[config.mk]
export PLATFORM = sky130hd
export DESIGN_NAME = parking_gate_controller
export DESIGN_NICKNAME = d
export VERILOG_FILES = /design/src/rtl/parking_gate_controller.sv
export SDC_FILE = /design/constraint.sdc
export NUM_CORES = 1
export LEC_CHECK = 0
export ABC_AREA = 1
export ABC_CLOCK_PERIOD_IN_PS = 1300
export BUFFER_PORTS_ARGS = -buffer_cell sky130_fd_sc_hd__buf_4
export CAP_MARGIN = 30
export CORE_ASPECT_RATIO = 1.2
export CORE_MARGIN = 4
export CORE_UTILIZATION = 50
export CTS_CLUSTER_DIAMETER = 40
export DETAILED_ROUTE_END_ITERATION = 16
export PLACE_DENSITY = 0.79
export RECOVER_POWER = 100
export REMOVE_ABC_BUFFERS = 1
export SYNTH_ARGS = -nofsm -noshare
export SYNTH_HDL_FRONTEND = slang
export SYNTH_SLANG_ARGS = --single-unit
[constraint.sdc]
create_clock -name clk -period 1.3 [get_ports clk]
set_input_delay 0.26 -clock clk [delete_from_list [all_inputs] [get_ports clk]]
set_output_delay 0.26 -clock clk [all_outputs]
set_load 0.02 [all_outputs]
[src/rtl/parking_gate_controller.sv]
// Entry-gate sequencer and lot occupancy keeper: grants or denies ticket requests,
// times out an unused open gate, and tracks count/full/err from sensor pulses.
module parking_gate_controller #(
    parameter int CAPACITY = 15,
    parameter int CNT_W    = 4,
    parameter int TIMEOUT  = 50,
    parameter int HOLD     = 4
) (
    input  logic             clk,
    input  logic             reset_n,
    input  logic             entry_req,
    input  logic             car_enter,
    input  logic             car_exit,
    output logic             gate_open,
    output logic             grant,
    output logic             deny,
    output logic             timeout,
    output logic [CNT_W-1:0] count,
    output logic             full,
    output logic             err
);

    localparam int TMR_W = $clog2(TIMEOUT) + 1;
    localparam int HLD_W = $clog2(HOLD) + 1;

    typedef enum logic [1:0] {IDLE, OPEN, CLOSE} state_t;

    state_t             state_q, state_d;
    logic [TMR_W-1:0]   timer_q, timer_d;
    logic [HLD_W-1:0]   hold_q, hold_d;
    logic [CNT_W-1:0]   count_q, count_d;
    logic               req_q;
    logic               gate_q, gate_d;
    logic               grant_q, grant_d;
    logic               deny_q, deny_d;
    logic               timeout_q, timeout_d;
    logic               err_q, err_d;
    logic               req_rise;
    logic               full_w;

    assign req_rise = entry_req & ~req_q;
    assign full_w   = (count_q == CNT_W'(CAPACITY));

    always_comb begin
        state_d   = state_q;
        timer_d   = timer_q;
        hold_d    = hold_q;
        grant_d   = 1'b0;
        deny_d    = 1'b0;
        timeout_d = 1'b0;
        case (state_q)
            IDLE: begin
                if (req_rise) begin
                    if (full_w) begin
                        deny_d = 1'b1;
                    end else begin
                        state_d = OPEN;
                        timer_d = '0;
                        grant_d = 1'b1;
                    end
                end
            end
            OPEN: begin
                // A car entering on the last timer cycle still counts as a use, not a timeout.
                if (car_enter) begin
                    state_d = CLOSE;
                    hold_d  = '0;
                end else if (timer_q == TMR_W'(TIMEOUT - 1)) begin
                    state_d   = CLOSE;
                    hold_d    = '0;
                    timeout_d = 1'b1;
                end else begin
                    timer_d = timer_q + TMR_W'(1);
                end
            end
            CLOSE: begin
                if (hold_q == HLD_W'(HOLD - 1)) begin
                    state_d = IDLE;
                end else begin
                    hold_d = hold_q + HLD_W'(1);
                end
            end
            default: state_d = IDLE;
        endcase
        gate_d = (state_d == OPEN);
    end

    always_comb begin
        count_d = count_q;
        err_d   = err_q;
        if (car_enter && !car_exit) begin
            if (full_w) err_d = 1'b1;
            else        count_d = count_q + CNT_W'(1);
        end else if (car_exit && !car_enter) begin
            if (count_q == '0) err_d = 1'b1;
            else               count_d = count_q - CNT_W'(1);
        end
        // Entry with the barrier not up is a tailgate: counted, but flagged.
        if (car_enter && state_q != OPEN) err_d = 1'b1;
    end

    always_ff @(posedge clk or negedge reset_n) begin
        if (!reset_n) begin
            state_q   <= IDLE;
            timer_q   <= '0;
            hold_q    <= '0;
            count_q   <= '0;
            req_q     <= 1'b1;
            gate_q    <= 1'b0;
            grant_q   <= 1'b0;
            deny_q    <= 1'b0;
            timeout_q <= 1'b0;
            err_q     <= 1'b0;
        end else begin
            state_q   <= state_d;
            timer_q   <= timer_d;
            hold_q    <= hold_d;
            count_q   <= count_d;
            req_q     <= entry_req;
            gate_q    <= gate_d;
            grant_q   <= grant_d;
            deny_q    <= deny_d;
            timeout_q <= timeout_d;
            err_q     <= err_d;
        end
    end

    assign gate_open = gate_q;
    assign grant     = grant_q;
    assign deny      = deny_q;
    assign timeout   = timeout_q;
    assign count     = count_q;
    assign full      = full_w;
    assign err       = err_q;

endmodule

==> summary.md <==
| Metric | Value |
|---|---|
| Die boundary height | `between 60 and 70 um` |
| Initial Utilization | `between 50 and 60%` |
| Ratio of cells with drive above 1 in the final layout | `50.0%` |
| Synth top cells by count | `sky130_fd_sc_hd__nand2_1 (42), sky130_fd_sc_hd__dfrtp_1 (21), sky130_fd_sc_hd__inv_1 (19)` |
| Most area-consuming cells after synthesis | `sky130_fd_sc_hd__dfrtp_1 (43%), sky130_fd_sc_hd__nand2_1 (13%), sky130_fd_sc_hd__ha_1 (7.2%)` |
| GP Congestion | `0.869` |
| CP required | `1.04 ns` |
| Switch Pwr | `~0.0014 W` |
| Static leakage | `0.892 nW` |
| Top_reg_cell synth | `sky130_fd_sc_hd__dfrtp_1` |
| Library cell used as clock root buffer | `sky130_fd_sc_hd__clkbuf_4` |
| Via count of the first global-routing pass | `between 1k and 1.5k` |
| Critical path start-end classification | `flop to primary output` |
| Ordered cell list for the critical path | `buf_6 -> nand4_4 -> inv_2 -> buf_6` |
| DRC errors left | `0` |
| Sinks on the clock net | `22` |
| Result of the run | `finished, violations left` |
| Grt total ovfl | `0` |
| Crit path max fanout | `3` |
| Delay of the slowest critical-path stage | `about 0.4 ns` |
| Number of detailed-routing iterations run before antenna repair | `4` |
| Type of element launching the critical path | `flop` |
| Depth of the CTS H-tree | `1` |
| Post-synthesis cell type count | `23` |
| CP most frequent cell | `sky130_fd_sc_hd__buf_6` |
| Overall global routing resource usage | `between 10% and 20%` |
| HPWL Detailed | `between 1.5 and 2 mm` |
| Share of synthesized registers carrying an async set or reset | `100%` |
| Global-route wire length before repair | `between 4 and 5 mm` |
| Cell with the most instances after synthesis | `sky130_fd_sc_hd__nand2_1` |
| Final slew viol count | `0` |
| Fraction of synthesized cell area in xor and xnor cells | `around 3.6%` |
| Insertion delay of the later-clocked pin in the worst-skew pair | `around 0.31 ns` |
| Internal cell power | `0.00203 W` |
| Remaining number of nets flagged by the antenna check after routing | `0` |
| Final number of setup-violating endpoints | `14` |
| Synthesized-area fraction occupied by ao, oa, aoi and oai cells | `about 2.8%` |
| DRC marker count from the first detailed-route iteration | `20` |
| Min Tclk post-route | `1.40 ns` |
| Post-synthesis cell type with the largest combined area | `sky130_fd_sc_hd__dfrtp_1` |
| Antenna Diode Count | `0` |
| Die boundary width | `roughly 53 um` |
| Area growth from synthesis to layout | `46.6%` |
| Unrepaired setup endpoints after global routing | `true` |
| Average detailed-routed wire length per instance | `about 13 um` |
| Data arrival time of the critical path | `about 1.1 ns` |
| Summed instance area of the synthesized netlist | `0.00121 sq mm` |
| Count of flip-flops with a built-in enable after synthesis | `0` |
| Placeable core region | `0.00231 sq mm` |
| Cell count after synthesis | `~150` |
| Power share of the clock group | `between 10% and 20%` |
| Max Clock Freq | `slightly above 0.7 GHz` |
| Main combinational cell family by area after synthesis | `simple AND/OR/NAND/NOR gates` |
| Standard-cell rows | `19` |
| Syn_area_per_cell | `8.34 sq um` |
| Worst-case setup margin in the final layout | `-0.101 ns` |
| Final nets | `200` |
| Worst hold path class | `primary input to flop` |
| Skew final | `around 0.0061 ns` |
| Setup crit end kind | `primary output` |
| Synth warn | `0` |
| Worst-case setup slack after placement | `-0.220 ns` |
| Switching share of power | `40.2%` |
| Worst-path clk slew | `0.13 ns` |
| Flops & latches, synth | `22` |
| Total clock buffers created by CTS | `3` |
| Critical-path cell with the highest stage delay | `sky130_fd_sc_hd__dfrtp_1` |
| Number of top-level pins | `15` |
| Adder-cell share of the synthesized area | `under 10%` |
| Max-capacitance violation count | `0` |
| Via count | `around 1.1k` |
| Register share of total power | `31.3%` |
| Peak ir drop on the vdd network | `around 1.3 mV` |
| Simple-gate share of the synthesized area | `31.3%` |
| Buffers from clock root to sink, at most | `2` |
| Post-synthesis mux area share | `0%` |
| Ratio of routed vias to standard cells | `approximately 5` |
| Transition time of the tightest slew-check pin | `roughly 0.56 ns` |
| Initial antenna violation count | `0` |
| Buffers on Ports | `14` |
| Logic pwr share | `between 50% and 60%` |
| CTS tree | `built` |
| Power Dens Cells | `about 1900 mW/mm^2` |
| Failing checks | `setup timing` |
| Routed Wire Length | `2.92 mm` |
| Final period utilization | `108%` |
| Final Hold Violating Endpoints | `0` |
| Die area | `0.00327 sq mm` |
| Top-area cell type share of the netlist area | `a little over two fifths` |
| Final Total Pwr | `about 0.0034 W` |
| Max-slew headroom at the worst pin | `63.0%` |
| Pin count of the biggest net entering global routing | `23` |
| Fraction of the yosys area taken by sequential cells | `45.6%` |
[cells in the final DEF, fill, tap and decap left out, drive strengths merged, types with 2 or more instances in the layout]
cell type  Yosys  layout
a21oi          2       2
buf            1      35
clkbuf         0       5
dfrtp         21      21
ha             7       7
inv           20      20
nand2         47      47
nand3         16      16
nor2          14      14
nor3           4       4
o21ai          4       4
xor2           4       4
[power groups by stage]
stage               combinational, W  sequential [W]  clock [W]
finish                       0.00181         0.00106   0.000526
CTS                          0.00146         0.00105   0.000538
floorplan                   0.000647         0.00112          0
global route                 0.00202         0.00108   0.000561
global placement             0.00125         0.00102          0
detailed placement           0.00132         0.00103          0
[critical path, delay by kind of cell, from the launching register on]
family                 cells  cell delay [ns]
flip-flops                 1             0.40
buffers and inverters      3             0.32
AND/OR/NAND/NOR            1             0.12
[final cells by class]
cell class / count / area (sq um)
clock buffers: 3 / 22.5
multi-input cells: 101 / 736
inverters: 21 / 78.8
clock inverters: 1 / 30.0
flip-flops and latches: 22 / 556
repair buffers: 38 / 313
fillers: 136 / 532
well taps: 31 / 38.8
[metrics by stage]
step	TNS, ns	hold slack, ns	instances	util [%]	cell area (sq um)
floorplan	-0.456	-0.0356	144	-	1190
global placement	-0.644	0.164	206	64.1	1480
detailed placement	-0.964	0.170	206	64.1	1480
CTS	-0.123	0.0438	214	69.8	1610
global route	-1.42	0.0353	217	76.9	1770
finish	-0.455	0.0598	217	76.9	1770
[worst paths after layout]
check                      startpoint  slack (ns)        to  cells after the start
max                          count[2]       -0.10      full                      4
min                         entry_req        0.06     req_q                      1
max reg2reg                  count[2]       -0.07  count[3]                      9
min reg2reg                       err        0.49       err                      2
max in group asynchronous     reset_n        0.45  count[3]                      2
min in group asynchronous     reset_n        0.45     grant                      2
[registers in the layout, summed over array words and instances, names as in the netlist]
register / flops
count: 4
deny: 1
err: 1
gate_open: 1
grant: 1
hold_q: 3
req_q: 1
state_q: 2
timeout: 1
timer_q: 7
[what timing repair did]
item	4_1_cts	5_1_grt
endpoints found under the hold margin	21	0
resized for setup	12	37
buffers inserted	3	3
pin swaps	8	21
hold buffers	1	0
endpoints found under the setup margin	13	16
[per-layer routing]
layer / vias to the layer above / GRT usage (%) / part of all wire (%)
li1: 533 / - / -
met1: 534 / 20.4 / 36
met2: 15 / 38.5 / 60
met3: 4 / 2.86 / 2.4
met4: 0 / 5.84 / 1.4
met5: - / 0 / 0
[kinds of logic (layout without fill, tap and decap cells)]
group | count (synthesis) | count (layout)
AO/OA/AOI/OAI | 6 | 6
XOR/XNOR | 5 | 5
adder cells (fa/ha/maj) | 8 | 8
buffers and inverters | 22 | 63
flip-flops | 22 | 22
AND/OR/NAND/NOR | 82 | 82
Power figures use the tool's default switching activity.
